<file path="src/rtl/i2c_adc_target.sv">
// I2C target returning a 12-bit ADC sample as two bytes; writes set the channel field.
// Optional macro I2C_ADC_TARGET_RAMP_EN replaces the sample input with an internal ramp counter.
module i2c_adc_target #(
    parameter logic [6:0] DEV_ADDR    = 7'h48,
    parameter int         SYNC_STAGES = 2
) (
    input  logic        clk,
    input  logic        rst,
    input  logic        scl_in,
    input  logic        sda_in,
    output logic        sda_oe,
    input  logic [11:0] sample,
    output logic [1:0]  channel,
    output logic        conv_req,
    output logic        busy
);

    localparam logic [3:0] S_IDLE      = 4'd0;
    localparam logic [3:0] S_ADDR      = 4'd1;
    localparam logic [3:0] S_ADDR_ACK  = 4'd2;
    localparam logic [3:0] S_CMD       = 4'd3;
    localparam logic [3:0] S_CMD_ACK   = 4'd4;
    localparam logic [3:0] S_TX_MSB    = 4'd5;
    localparam logic [3:0] S_TX_LSB    = 4'd6;
    localparam logic [3:0] S_M_ACK     = 4'd7;
    localparam logic [3:0] S_WAIT_STOP = 4'd8;

    logic [SYNC_STAGES-1:0] scl_sync_q;
    logic [SYNC_STAGES-1:0] sda_sync_q;
    logic                   scl_prev_q;
    logic                   sda_prev_q;

    always_ff @(posedge clk or negedge rst) begin
        if (!rst) begin
            scl_sync_q <= '1;
            sda_sync_q <= '1;
            scl_prev_q <= 1'b1;
            sda_prev_q <= 1'b1;
        end else begin
            scl_sync_q <= {scl_sync_q[SYNC_STAGES-2:0], scl_in};
            sda_sync_q <= {sda_sync_q[SYNC_STAGES-2:0], sda_in};
            scl_prev_q <= scl_sync_q[SYNC_STAGES-1];
            sda_prev_q <= sda_sync_q[SYNC_STAGES-1];
        end
    end

    logic scl_s;
    logic sda_s;
    logic start_det;
    logic stop_det;
    logic scl_rise;
    logic scl_fall;

    assign scl_s     = scl_sync_q[SYNC_STAGES-1];
    assign sda_s     = sda_sync_q[SYNC_STAGES-1];
    assign start_det = scl_s & scl_prev_q & sda_prev_q & ~sda_s;
    assign stop_det  = scl_s & scl_prev_q & ~sda_prev_q & sda_s;
    assign scl_rise  = scl_s & ~scl_prev_q;
    assign scl_fall  = ~scl_s & scl_prev_q;

    logic [3:0]  state_q, state_d;
    logic [2:0]  cnt_q, cnt_d;
    logic [6:0]  shift_q, shift_d;
    logic        byte_done_q, byte_done_d;
    logic        rw_q, rw_d;
    logic        lsb_q, lsb_d;
    logic [6:0]  tx_q, tx_d;
    logic        oe_q, oe_d;
    logic [1:0]  chan_q, chan_d;
    logic        busy_q, busy_d;
    logic [11:0] shadow_q, shadow_d;
    logic        conv_q, conv_d;
    logic        do_snap;
    logic [11:0] snap_val;

`ifdef I2C_ADC_TARGET_RAMP_EN
    logic [11:0] ramp_q;

    always_ff @(posedge clk or negedge rst) begin
        if (!rst) begin
            ramp_q <= '0;
        end else if (do_snap) begin
            ramp_q <= ramp_q + 12'd1;
        end
    end

    assign snap_val = ramp_q;
`else
    assign snap_val = sample;
`endif

    always_comb begin
        state_d     = state_q;
        cnt_d       = cnt_q;
        shift_d     = shift_q;
        byte_done_d = byte_done_q;
        rw_d        = rw_q;
        lsb_d       = lsb_q;
        tx_d        = tx_q;
        oe_d        = oe_q;
        chan_d      = chan_q;
        busy_d      = busy_q;
        do_snap     = 1'b0;

        if (start_det) begin
            state_d     = S_ADDR;
            cnt_d       = 3'd0;
            oe_d        = 1'b0;
            byte_done_d = 1'b0;
        end else if (stop_det) begin
            state_d     = S_IDLE;
            cnt_d       = 3'd0;
            oe_d        = 1'b0;
            busy_d      = 1'b0;
            byte_done_d = 1'b0;
        end else begin
            case (state_q)
                S_ADDR: begin
                    // 8th rising edge: shift_q holds the address, SDA is R/W
                    if (scl_rise) begin
                        shift_d = {shift_q[5:0], sda_s};
                        cnt_d   = cnt_q + 3'd1;
                        if (cnt_q == 3'd7) begin
                            if (shift_q == DEV_ADDR) begin
                                byte_done_d = 1'b1;
                                rw_d        = sda_s;
                                busy_d      = 1'b1;
                            end else begin
                                state_d = S_WAIT_STOP;
                                busy_d  = 1'b0;
                            end
                        end
                    end else if (scl_fall && byte_done_q) begin
                        state_d     = S_ADDR_ACK;
                        oe_d        = 1'b1;
                        byte_done_d = 1'b0;
                    end
                end
                S_ADDR_ACK: begin
                    if (scl_fall) begin
                        if (rw_q) begin
                            do_snap = 1'b1;
                            state_d = S_TX_MSB;
                            lsb_d   = 1'b0;
                            // MSB byte is {4'b0000, data[11:8]}: first bit is always 0
                            tx_d    = {3'b000, snap_val[11:8]};
                            oe_d    = 1'b1;
                        end else begin
                            state_d = S_CMD;
                            oe_d    = 1'b0;
                        end
                    end
                end
                S_CMD: begin
                    if (scl_rise) begin
                        shift_d = {shift_q[5:0], sda_s};
                        cnt_d   = cnt_q + 3'd1;
                        if (cnt_q == 3'd7) begin
                            byte_done_d = 1'b1;
                        end
                    end else if (scl_fall && byte_done_q) begin
                        state_d     = S_CMD_ACK;
                        oe_d        = 1'b1;
                        chan_d      = shift_q[5:4];
                        byte_done_d = 1'b0;
                    end
                end
                S_CMD_ACK: begin
                    if (scl_fall) begin
                        state_d = S_WAIT_STOP;
                        oe_d    = 1'b0;
                    end
                end
                S_TX_MSB, S_TX_LSB: begin
                    if (scl_rise) begin
                        cnt_d = cnt_q + 3'd1;
                        if (cnt_q == 3'd7) begin
                            byte_done_d = 1'b1;
                        end
                    end else if (scl_fall) begin
                        if (byte_done_q) begin
                            state_d     = S_M_ACK;
                            oe_d        = 1'b0;
                            byte_done_d = 1'b0;
                            lsb_d       = (state_q == S_TX_LSB);
                        end else begin
                            oe_d = ~tx_q[6];
                            tx_d = {tx_q[5:0], 1'b0};
                        end
                    end
                end
                S_M_ACK: begin
                    if (scl_rise) begin
                        if (sda_s) begin
                            state_d = S_WAIT_STOP;
                        end else begin
                            byte_done_d = 1'b1;
                        end
                    end else if (scl_fall && byte_done_q) begin
                        byte_done_d = 1'b0;
                        if (lsb_q) begin
                            do_snap = 1'b1;
                            state_d = S_TX_MSB;
                            tx_d    = {3'b000, snap_val[11:8]};
                            oe_d    = 1'b1;
                        end else begin
                            state_d = S_TX_LSB;
                            tx_d    = shadow_q[6:0];
                            oe_d    = ~shadow_q[7];
                        end
                    end
                end
                default: begin
                end
            endcase
        end

        shadow_d = do_snap ? snap_val : shadow_q;
        conv_d   = do_snap;
    end

    always_ff @(posedge clk or negedge rst) begin
        if (!rst) begin
            state_q     <= S_IDLE;
            cnt_q       <= 3'd0;
            shift_q     <= '0;
            byte_done_q <= 1'b0;
            rw_q        <= 1'b0;
            lsb_q       <= 1'b0;
            tx_q        <= '0;
            oe_q        <= 1'b0;
            chan_q      <= 2'd0;
            busy_q      <= 1'b0;
            shadow_q    <= '0;
            conv_q      <= 1'b0;
        end else begin
            state_q     <= state_d;
            cnt_q       <= cnt_d;
            shift_q     <= shift_d;
            byte_done_q <= byte_done_d;
            rw_q        <= rw_d;
            lsb_q       <= lsb_d;
            tx_q        <= tx_d;
            oe_q        <= oe_d;
            chan_q      <= chan_d;
            busy_q      <= busy_d;
            shadow_q    <= shadow_d;
            conv_q      <= conv_d;
        end
    end

    assign sda_oe   = oe_q;
    assign channel  = chan_q;
    assign conv_req = conv_q;
    assign busy     = busy_q;

endmodule

</file>
<file path="config.mk">
export PLATFORM = sky130hd
export DESIGN_NAME = i2c_adc_target
export DESIGN_NICKNAME = d
export VERILOG_FILES = /design/src/rtl/i2c_adc_target.sv
export SDC_FILE = /design/constraint.sdc
export NUM_CORES = 1
export LEC_CHECK = 0
export CAP_MARGIN = 20
export CELL_PAD_IN_SITES_DETAIL_PLACEMENT = 1
export CELL_PAD_IN_SITES_GLOBAL_PLACEMENT = 2
export CORE_MARGIN = 8
export CORE_UTILIZATION = 29
export DETAILED_ROUTE_END_ITERATION = 8
export PLACE_DENSITY_LB_ADDON = 0.25
export RECOVER_POWER = 100
export SLEW_MARGIN = 20
export SYNTH_ARGS = -nofsm -noshare
export SYNTH_HDL_FRONTEND = slang
export SYNTH_SLANG_ARGS = --single-unit
export TNS_END_PERCENT = 10
</file>
<file path="constraint.sdc">
create_clock -name clk -period 3.6 [get_ports clk]
set_input_delay 0.54 -clock clk [delete_from_list [all_inputs] [get_ports clk]]
set_output_delay 0.54 -clock clk [all_outputs]
set_load 0.05 [all_outputs]
</file>
== Word-level counts from Yosys, hierarchy flattened ==
Cells that the tools add are included.
W data, S select, Z words.

* Register bits: 43
* Bits of input ports: 16
* Output and inout bits: 5
* Word-level logic and storage cells: 169

* Add/subtract/negate cells: 1
* Equal/unequal tests: 36
* Mux-type cells: 76
* Bitwise logic cells: 16
* Reductions and logical operators: 24

{| class="wikitable"
|+ Operators with widths
! cell !! number
|-
| $mux W4 || 16
|-
| $mux W7 || 8
|-
| $mux W1 || 40
|-
| $ne A4 B4 Y1 const B || 10
|-
| $ne A5 B5 Y1 const B || 8
|-
| $pmux W4 S6 || 1
|-
| $pmux W7 S3 || 1
|-
| $eq A4 B3 Y1 const B || 4
|-
| $ne A2 B2 Y1 const B || 8
|-
| $mux W3 || 5
|-
| $reduce_and A13 Y1 || 1
|-
| $reduce_and A10 Y1 || 1
|-
| $reduce_and A5 Y1 || 2
|-
| $not A1 Y1 || 9
|-
| $reduce_and A9 Y1 || 1
|-
| $reduce_bool A3 Y1 || 3
|-
| $eq A4 B2 Y1 const B || 2
|-
| $reduce_and A4 Y1 || 2
|-
| $reduce_and A8 Y1 || 1
|-
| $reduce_bool A2 Y1 || 4
|-
| $reduce_bool A8 Y1 || 1
|-
| $and A1 B1 Y1 || 7
|-
| $eq A7 B7 Y1 const B || 1
|-
| $reduce_bool A7 Y1 || 1
|-
| other kinds (14) || 16
|}

== Depth between registers and ports, before layout ==
Gate-level depths: netlist of the first run.

* Word-level depth: 8
* Depth in mapped cells: 9

== Worst setup path after synthesis of the first run ==
Ideal clock, no wire load.

* Path type: reg2reg
* Start point: register scl_sync_q[1]
* End point: register state_q[0]
* Arrival: 2.201 ns
* Path slack: 1.274 ns
* Stages on the path, launching flop included: 9
* Period minus slack after synthesis: 2.326 ns
* Cell sequence: dfstp_2 > ha_1 > nand2_1 > nor4_1 > a22oi_1 > a31oi_1 > or4_1 > buf_2 > mux2_4

* Longest elaborated chain between the ends: 5
* Elaborated cells between the ends (all ways): 28
* Those cells by class: 12 x eq/ne; 5 x mux; 8 x bitwise; 3 x reduce/logical

{| class="wikitable"
|+ Ends and longest elaborated chain
! element !! line !! RTL
|-
| from (decl) || 28 || <nowiki>logic [SYNC_STAGES-1:0] scl_sync_q;</nowiki>
|-
| from (signal assigned) || 40 || <nowiki>scl_sync_q <= {scl_sync_q[SYNC_STAGES-2:0], scl_in};</nowiki>
|-
| $and A1 B1 Y1, or another cell as far along || 56, 57 ||
|-
| $and A1 B1 Y1, or another cell as far along (2 in series) || 56 || <nowiki>assign start_det = scl_s & scl_prev_q & sda_prev_q & ~sda_s;</nowiki>
|-
| $ne A5 B5 Y1 (no line), or another cell as far along || n/a ||
|-
| $reduce_and A13 Y1 (no line) or $mux W4 (tied branches) || n/a ||
|-
| to (signal assigned) || 237 || <nowiki>state_q <= state_d;</nowiki>
|-
| to (decl) || 61 || <nowiki>logic [3:0] state_q, state_d;</nowiki>
|}

Parallel ways exist; a longest one is shown, timed or not.
A chain may end at the register's enable or synchronous reset.

== Final worst setup path of the first run ==
* Start point: register state_q[2]
* End point: register tx_q[2]

* Longest elaborated chain between the ends: 4
* Elaborated cells between the ends (all ways): 15
* Those cells by class: 11 x eq/ne; 1 x mux; 3 x reduce/logical

{| class="wikitable"
|+ Ends and longest elaborated chain
! element !! line !! RTL
|-
| $eq A4 B3 Y1 || 117 || <nowiki>case (state_q)</nowiki>
|-
| $reduce_or A2 Y1 || 117 ||
|-
| $ne A2 B2 Y1 (no line) or $reduce_bool A3 Y1 (tied branches) || n/a ||
|-
| $reduce_and A10 Y1 (no line) || n/a ||
|-
| to (signal assigned) || 243 || <nowiki>tx_q <= tx_d;</nowiki>
|-
| to (decl) || 67 || <nowiki>logic [6:0] tx_q, tx_d;</nowiki>
|}

Parallel ways exist; a longest one is shown, timed or not.

==> results of run 1 <==
==> stage by stage <==
step / utilization / power (mW) / hold WS, ns / setup WS, ns
after floorplan: - / 1.34 / 0.244 / 1.27
after global placement: 0.329 / 1.54 / 0.347 / 0.879
after detailed placement: 0.329 / 1.55 / 0.349 / 0.789
after CTS: 0.343 / 1.96 / 0.362 / 0.776
after global routing: 0.336 / 2.03 / 0.370 / 0.409
final: 0.336 / 1.89 / 0.364 / 0.678
==> routing by layer <==
| layer | global-route usage | up-vias | part of all wire |
|---|---|---|---|
| met4 | 0.0270 | 0 | 0.0092 |
| met5 | 0 | - | 0 |
| met2 | 0.181 | 32 | 0.46 |
| met3 | 0.0216 | 6 | 0.028 |
| li1 | - | 985 | - |
| met1 | 0.154 | 1048 | 0.50 |
==> placed cells by master (no fill, tap or decap), drive strengths merged, types with 5 or more instances in the layout <==
cell | netlist | final
inv | 9 | 9
nor2b | 9 | 9
nand2 | 23 | 23
a21oi | 18 | 18
nor2 | 26 | 26
ha | 5 | 5
o21ai | 10 | 10
dfrtp | 37 | 37
dfstp | 6 | 6
mux2 | 29 | 29
a31oi | 8 | 8
a211oi | 5 | 5
clkbuf | 4 | 9
dlygate4sd3 | 0 | 7
clkdlybuf4s50 | 0 | 12
==> critical path: cells and delay by family (launching register included) <==
family	cells	cell delay, ns
AO/OA/AOI/OAI	1	0.13
flip-flops	1	0.71
multiplexers	1	0.38
AND/OR/NAND/NOR	3	0.82
buffers and inverters	2	0.75
==> logic make-up after synthesis <==
logic type | Yosys count
AND/OR/NAND/NOR | 83
AO/OA/AOI/OAI | 68
flip-flops | 43
multiplexers | 32
buffers and inverters | 27
XOR/XNOR | 5
adder cells (fa/ha/maj) | 5
==> registers in the layout, summed over array words and instances (netlist names) <==
signal / flops
scl_prev_q: 1
busy: 1
lsb_q: 1
rw_q: 1
sda_prev_q: 1
channel: 2
scl_sync_q: 2
tx_q: 7
state_q: 4
cnt_q: 3
sda_oe: 1
shift_q: 7
sda_sync_q: 2
byte_done_q: 1
shadow_q: 8
conv_req: 1
==> area by class of cell <==
class / instances / area, sq um
Inverter: 9 / 33.8
Sequential cell: 43 / 1080
Timing Repair Buffer: 26 / 231
Clock inverter: 2 / 35.0
Tap cell: 108 / 135
Clock buffer: 6 / 82.6
Multi-Input combinational cell: 193 / 1330
Fill cell: 999 / 5790
==> path summary, 6_finish.rpt <==
| path | cells after the start | endpoint | slack (ns) | start |
|---|---|---|---|---|
| worst min register to register | 0 | sda_sync_q[1] | 0.36 | sda_sync_q[0] |
| max in group asynchronous | 1 | cnt_q[1] | 1.33 | rst |
| min in group asynchronous | 1 | conv_req | 0.94 | rst |
| worst min-delay path | 0 | sda_sync_q[1] | 0.36 | sda_sync_q[0] |
| worst max register to register | 7 | tx_q[2] | 0.68 | state_q[2] |
| worst max-delay path | 7 | tx_q[2] | 0.68 | state_q[2] |
==> power by group through the flow <==
stage	Clock, mW	Combinational (mW)	Sequential [mW]
2_1_floorplan	0	0.664	0.671
3_3_place_gp	0	0.828	0.717
3_5_place_dp	0	0.831	0.720
4_1_cts	0.415	0.835	0.713
5_1_grt	0.425	0.883	0.726
6_report	0.395	0.789	0.708
==> impl_metrics.env, run 1 <==
export IMPL_status="finished with violations"
export IMPL_failed_checks="max-capacitance violations, max-slew violations"
export IMPL_post_synth_top_count_cell="dfrtp_1"
export IMPL_synth_fa_ha_area_frac=0.0240
export IMPL_crit_fanout=15
export IMPL_sw_frac_of_total=0.395
export IMPL_ys_top_cells_by_area="dfrtp_1 (36%), mux2_2 (7.8%), mux2_4 (6.3%), dfstp_2 (6.0%), nor2_1 (3.6%)"
export IMPL_powerDensity_mw_per_mm2=645
export IMPL_fp_dieH_um=111
export IMPL_syn2layout_area_growth_pct=12.5
export IMPL_grt_pass1_vias=2214
export IMPL_hpwl_um=4880
export IMPL_synth_fp_nets=284
export IMPL_yosysTopAreaCellShare=0.355
export IMPL_synthTopCellsByCount="dfrtp_1 (37), nor2_1 (25), nand2_1 (21)"
export IMPL_track_usage=0.114
export IMPL_seqPwrFrac=0.374
export IMPL_layout_nets=299
export IMPL_syn_inst=263
export IMPL_synth_simple_area_share=0.163
export IMPL_io_buffers=20
export IMPL_drc=0
export IMPL_synth_avg_cell_area_sq_um=9.91
export IMPL_clkPwrFrac=0.209
export IMPL_path_class="reg -> reg"
export IMPL_diodes=0
export IMPL_synth_area_mux_share=0.153
export IMPL_num_rows=34
export IMPL_final_area_sq_mm=0.00293
export IMPL_synth_edf_count=0
export IMPL_placed_area_sq_mm=0.00287
export IMPL_tritoncts="done"
export IMPL_syn_area_sq_mm=0.00261
export IMPL_ys_ff_latch=43
export IMPL_slowest_delay_ns=0.71
export IMPL_p_int_mw=1.14
export IMPL_clk_pin_slew_ns=0.09
export IMPL_dr_pass1_iters=4
export IMPL_slew_headroom=-0.561
export IMPL_fin_crit_ns=2.92
export IMPL_drt_initial_drc_count=101
export IMPL_worst_slew_pin_slew_ns=2.34
export IMPL_root_buffer="clkbuf_8"
export IMPL_gr_total_overflow=0
export IMPL_fin_setup_tns_ns=0
export IMPL_arrival_ns=3.11
export IMPL_p_leak_nw=1.23
export IMPL_drt_wl_total_um=6880
export IMPL_cts_sinks=43
export IMPL_synth_cell_types=52
export IMPL_synth_top_area_cell="dfrtp_1"
export IMPL_core_sq_mm=0.00872
export IMPL_cp_cell_sequence="clkbuf_1, nor2b_1, buf_4, and2_0, a221oi_1, nand2_1, mux2_2"
export IMPL_slew_violations=44
export IMPL_yosysWarningCount=0
export IMPL_wl_per_cell_um=17.8
export IMPL_cts_buffers=5
export IMPL_worstSetupEndpointType="flip-flop"
export IMPL_yosysSeqAreaShare=0.416
export IMPL_min_path_type="reg -> reg"
export IMPL_die_area_sq_mm=0.0123
export IMPL_p_comb_frac=0.417
export IMPL_clockBufferDepth=2
export IMPL_synth_compound_area_frac=0.173
export IMPL_grt_max_degree=44
export IMPL_cp_start_kind="flip-flop"
export IMPL_holdBufCountCts=0
export IMPL_numPlacedInstances=379
export IMPL_grt_pass1_wl_um=11800
export IMPL_route_vias_total=2071
export IMPL_fin_crit_sh=0.812
export IMPL_viasPerCell=5.35
export IMPL_async_flop_share=1.00
export IMPL_antenna_left=0
export IMPL_clock_skew_ns=0.00773
export IMPL_clkLatencyLatePin_ns=0.30
export IMPL_peakVddDrop_mv=0.283
export IMPL_hold_viol_final=0
export IMPL_die_w_um=111
export IMPL_io_pin_count=21
export IMPL_final_layout_size_suffix_gt1_frac=0.136
export IMPL_synthFlopType="dfrtp_1"
export IMPL_max_freq_ghz=0.342
export IMPL_htree_num_levels=2
export IMPL_crit_required_ns=3.78
export IMPL_start_util=0.299
export IMPL_layout_cells_non_filler=387
export IMPL_finalWeightedCongestion=0.792
export IMPL_cts_resized=0
export IMPL_synth_top_family_by_area="compound AO/OA/AOI/OAI gates"
export IMPL_antenna_found_initial=0
export IMPL_synthXorXnorAreaFrac=0.0168
export IMPL_drv_cap=1
export IMPL_switchingPower_mw=0.748
export IMPL_slowest_stage="dfrtp_1"
export IMPL_rsz0062_at_grt="no"
export IMPL_postCtsSetupRepairBufs=0
export IMPL_setup_viol=0
Note: power is estimated with default switching activity, not from simulation.
==> run 2, diff against run 1 <==
==> constraint.sdc (replaced) <==
create_clock -name clk -period 2.6 [get_ports clk]
set_input_delay 0.39 -clock clk [delete_from_list [all_inputs] [get_ports clk]]
set_output_delay 0.39 -clock clk [all_outputs]
set_load 0.05 [all_outputs]
==> impl_metrics.env, run 2 (synthesis results as in run 1) <==
export IMPL_r2r_slack_ns=0.17
export IMPL_io_buffers=20
export IMPL_met2_usage=0.198
export IMPL_antenna_left=0
export IMPL_drt_initial_drc_count=212
export IMPL_top_register="shadow_q"
export IMPL_grt_pass1_wl_um=12300
export IMPL_crit_end="state_q[2]"
export IMPL_postCtsSetupRepairBufs=0
export IMPL_cts_sinks=43
export IMPL_layout_cells_most_common="dfrtp_1"
export IMPL_dp_worst_setup_slack_ns=0.181
export IMPL_final_layout_size_suffix_gt1_frac=0.195
export IMPL_hold_viol_final=0
export IMPL_seqPwrFrac=0.338
export IMPL_die_area_sq_mm=0.0123
export IMPL_busiest_layer="met2"
export IMPL_p_comb_frac=0.438
export IMPL_syn2layout_area_growth_pct=19.2
export IMPL_cp_cell_sequence="ha_1, buf_4, a21oi_1, a32oi_1, nor2_1, or4_1, mux2_1"
export IMPL_layout_cells_non_filler=406
export IMPL_clkLatencyLatePin_ns=0.31
export IMPL_grt_max_degree=43
export IMPL_fin_crit_ns=2.43
export IMPL_p_leak_nw=1.33
export IMPL_wl_per_cell_um=17.6
export IMPL_p_int_mw=1.75
export IMPL_slew_violations=0
export IMPL_hpwl_um=5230
export IMPL_rr_startpoint="scl_sync_q[1]"
export IMPL_drv_cap=0
export IMPL_num_rows=34
export IMPL_clkPwrFrac=0.224
export IMPL_antenna_found_initial=0
export IMPL_slowest_delay_ns=0.62
export IMPL_worstSetupEndpointType="flip-flop"
export IMPL_dr_pass1_iters=5
export IMPL_min_path_type="in -> async"
export IMPL_clockBufferDepth=2
export IMPL_sw_frac_of_total=0.384
export IMPL_numPlacedInstances=398
export IMPL_arrival_ns=2.62
export IMPL_die_w_um=111
export IMPL_route_vias_total=2131
export IMPL_diodes=0
export IMPL_fin_setup_tns_ns=0
export IMPL_crit_required_ns=2.79
export IMPL_grt_pass1_vias=2339
export IMPL_peakVddDrop_mv=0.373
export IMPL_root_buffer="clkbuf_8"
export IMPL_path_class="reg -> reg"
export IMPL_max_freq_ghz=0.411
export IMPL_cp_start_kind="flip-flop"
export IMPL_use_met1=0.159
export IMPL_rsz0062_at_grt="no"
export IMPL_reg_top3="shadow_q (8), shift_q (7), tx_q (7)"
export IMPL_largest_reg_flops=8
export IMPL_met3_usage=0.0195
export IMPL_io_pin_count=21
export IMPL_status="finished, final reports clean"
export IMPL_tritoncts="done"
export IMPL_track_usage=0.121
export IMPL_setup_viol=0
export IMPL_layout_common_cells="dfrtp_1 (37), nor2_1 (25), nand2_1 (21), buf_4 (19)"
export IMPL_drt_wl_total_um=7160
export IMPL_drc=0
export IMPL_viasPerCell=5.25
export IMPL_powerDensity_mw_per_mm2=911
export IMPL_gr_total_overflow=0
export IMPL_slew_headroom=0.288
export IMPL_start_util=0.299
export IMPL_finalWeightedCongestion=0.802
export IMPL_worst_slew_pin_slew_ns=1.07
export IMPL_r2r_cells=7
export IMPL_crit_fanout=6
export IMPL_worst_slack_ns=0.169
export IMPL_htree_num_levels=2
export IMPL_layout_nets=318
export IMPL_clk_pin_slew_ns=0.09
export IMPL_r2r_end="state_q[2]"
export IMPL_cp_startpoint="scl_sync_q[1]"
export IMPL_switchingPower_mw=1.09
export IMPL_clock_skew_ns=0.0104
export IMPL_fin_crit_sh=0.935
export IMPL_fp_dieH_um=111
export IMPL_slowest_stage="or4_1"
export IMPL_cts_buffers=5
export IMPL_core_sq_mm=0.00872
export IMPL_p_total_mw=2.83
run 2: changes by cell type in the layout (fill, tap and decap cells not counted), sizes merged:
cell	before	now
clkinv	1	0
bufinv	1	2
clkbuf	9	12
buf	4	20
run 2: through the flow:
step	area [sq um]	utilization	hold slack, ns
floorplan	2610	-	0.0944
global placement	3030	0.347	0.345
detailed placement	3030	0.347	0.347
CTS	3160	0.362	0.278
global route	3110	0.356	0.372
finish	3110	0.356	0.273
run 2: metal layers:
layer  wire [um]  share of wire
met2        3400           0.47
met1        3520           0.49
met3         159          0.022
met5           0              0
met4          80          0.011
run 2: how the worst min path moves through the flow:
stage             startpoint       endpoint  cells past startpoint
4_1_cts                  rst     shift_q[0]                      1
2_1_floorplan            rst           busy                      0
5_1_grt                  rst    shadow_q[5]                      1
3_5_place_dp   scl_sync_q[0]  scl_sync_q[1]                      0
3_3_place_gp   scl_sync_q[0]  scl_sync_q[1]                      0
6_report                 rst     shift_q[0]                      1
run 2: layout make-up:
cell class | count | area [sq um]
Clock inverter | 2 | 60.1
Clock buffer | 6 | 72.6
Tap cell | 108 | 135
Timing Repair Buffer | 45 | 378
Sequential cell | 43 | 1080
Fill cell | 994 | 5610
Multi-Input combinational cell | 193 | 1350
Inverter | 9 | 33.8
run 2: power groups by stage:
stage          Combinational (mW)  Clock (mW)  Sequential [mW]
3_3_place_gp                 1.30           0            0.968
2_1_floorplan               0.919           0            0.930
3_5_place_dp                 1.30           0            0.971
6_report                     1.24       0.633            0.958
4_1_cts                      1.30       0.654            0.959
5_1_grt                      1.38       0.677            0.986
run 2: critical path, delay by kind of cell (launching register included):
family / cells / cell delay [ns]
compound gates: 2 / 0.25
fa+ha+maj: 1 / 0.24
buf+inv: 1 / 0.18
flops: 1 / 0.60
mux: 1 / 0.37
simple gates: 2 / 0.67
run 2: timing repair:
action	in CTS	in global routing
gates resized for setup	0	1
hold buffers	0	0
endpoints found under the setup margin	0	3
==> run 3, diff against run 2 <==
--- a/config.mk
+++ b/config.mk
@@ -8,7 +8,6 @@
 export CAP_MARGIN = 20
 export CELL_PAD_IN_SITES_DETAIL_PLACEMENT = 1
 export CELL_PAD_IN_SITES_GLOBAL_PLACEMENT = 2
-export CORE_MARGIN = 8
 export CORE_UTILIZATION = 29
 export DETAILED_ROUTE_END_ITERATION = 8
 export PLACE_DENSITY_LB_ADDON = 0.25
==> impl_metrics.env, run 3 (synthesis results as in run 1) <==
export IMPL_finalWeightedCongestion=0.762
export IMPL_holdBufCountCts=0
export IMPL_seq_area_sq_mm=0.00108
export IMPL_route_vias_total=2109
export IMPL_crit_fanout=9
export IMPL_tritoncts="done"
export IMPL_diodes=0
export IMPL_fp_dieH_um=96.8
export IMPL_cts_buffers=5
export IMPL_max_freq_ghz=0.400
export IMPL_peakVddDrop_mv=0.440
export IMPL_placed_area_sq_mm=0.00301
export IMPL_numPlacedInstances=395
export IMPL_cp_start_kind="flip-flop"
export IMPL_io_pin_count=21
export IMPL_cts_resized=0
export IMPL_clkLatencyLatePin_ns=0.30
export IMPL_start_util=0.299
export IMPL_p_leak_nw=1.37
export IMPL_powerDensity_mw_per_mm2=882
export IMPL_drt_initial_drc_count=93
export IMPL_die_w_um=96.8
export IMPL_min_path_type="in -> async"
export IMPL_reg_top3="shadow_q (8), shift_q (7), tx_q (7)"
export IMPL_fin_setup_tns_ns=0
export IMPL_setup_viol=0
export IMPL_htree_num_levels=2
export IMPL_grt_pass1_vias=2147
export IMPL_top_register="shadow_q"
export IMPL_p_total_mw=2.73
export IMPL_hpwl_um=4700
export IMPL_final_area_sq_mm=0.00310
export IMPL_drc=0
export IMPL_core_sq_mm=0.00872
export IMPL_gr_total_overflow=0
export IMPL_layout_cells_non_filler=403
export IMPL_drt_wl_total_um=6760
export IMPL_slew_headroom=0.301
export IMPL_root_buffer="clkbuf_8"
export IMPL_final_layout_size_suffix_gt1_frac=0.220
export IMPL_track_usage=0.151
export IMPL_multiInputGateArea_sq_mm=0.00137
export IMPL_clock_skew_ns=0.00393
export IMPL_num_rows=34
export IMPL_fill_cells=965
export IMPL_cts_sinks=43
export IMPL_arrival_ns=2.69
export IMPL_layout_common_cells="dfrtp_1 (37), nor2_1 (25), nand2_1 (21), a21oi_1 (18), buf_4 (18)"
export IMPL_io_buffers=20
export IMPL_postCtsSetupRepairBufs=0
export IMPL_clk_pin_slew_ns=0.09
export IMPL_crit_required_ns=2.79
export IMPL_antenna_left=0
export IMPL_antenna_found_initial=0
export IMPL_hold_viol_final=0
export IMPL_wl_per_cell_um=16.8
export IMPL_grt_pass1_wl_um=11400
export IMPL_rsz0062_at_grt="no"
export IMPL_layout_nets=315
export IMPL_largest_reg_flops=8
export IMPL_dr_pass1_iters=4
export IMPL_path_class="reg -> reg"
export IMPL_status="finished, final reports clean"
export IMPL_viasPerCell=5.23
export IMPL_worst_slew_pin_slew_ns=1.05
export IMPL_layout_cells_most_common="dfrtp_1"
export IMPL_fin_crit_ns=2.50
export IMPL_grt_max_degree=43
export IMPL_worstSetupEndpointType="flip-flop"
export IMPL_syn2layout_area_growth_pct=18.8
export IMPL_die_area_sq_mm=0.00937
export IMPL_clockBufferDepth=2
export IMPL_slew_violations=0
export IMPL_fin_crit_sh=0.961
export IMPL_drv_cap=0
[run 3: cell types whose count changed in the layout (fill, tap and decap cells not counted), sizes merged]
cell,before,now
clkinv,0,1
buf,20,19
clkbuf,12,10
bufinv,2,1
[run 3: worst paths after layout]
check	from	endpoint	slack (ns)	depth (start not counted)
min	rst	conv_req	0.27	1
min reg2reg	scl_sync_q[0]	scl_sync_q[1]	0.36	0
min in group clk	scl_sync_q[0]	scl_sync_q[1]	0.36	0
max in group asynchronous	rst	sda_prev_q	1.67	2
max	scl_prev_q	shadow_q[1]	0.10	8
max reg2reg	scl_prev_q	shadow_q[1]	0.10	8
[run 3: stage by stage]
| stage | util | setup slack [ns] | hold slack [ns] |
|---|---|---|---|
| after floorplan | - | 0.274 | 0.0944 |
| after global placement | 0.345 | 0.176 | 0.346 |
| after detailed placement | 0.345 | 0.111 | 0.347 |
| after CTS | 0.358 | 0.105 | 0.283 |
| after global routing | 0.355 | 0.0158 | 0.367 |
| final | 0.355 | 0.102 | 0.267 |
[run 3: routing by layer]
metal	part of all wire	vias to the layer above	track usage
met5	0	-	0
met2	0.46	31	0.234
met1	0.50	1059	0.214
met4	0.012	0	0.0448
met3	0.031	5	0.0253
li1	-	1014	-
[run 3: layout make-up]
class / count / area share
Inverter: 9 / 0.0109
Clock buffer: 6 / 0.0267
Timing Repair Buffer: 42 / 0.117
Tap cell: 108 / 0.0436
Sequential cell: 43 / 0.350
Clock inverter: 2 / 0.0113
Multi-Input combinational cell: 193 / 0.441
[run 3: report_power, final]
part,leakage [nW],internal [mW],switching (mW),total (mW)
clock network,0.0612,0.311,0.244,0.555
registers,0.538,0.815,0.138,0.953
logic,0.766,0.548,0.676,1.22
[run 3: critical path: stages, from the launching register on]
cell and delay, ns:
dfstp_2 0.55, inv_1 0.04, ha_1 0.25, nor2_1 0.25, and3_1 0.19, a31oi_1 0.04
or4_1 0.54, buf_4 0.22, mux2_4 0.31
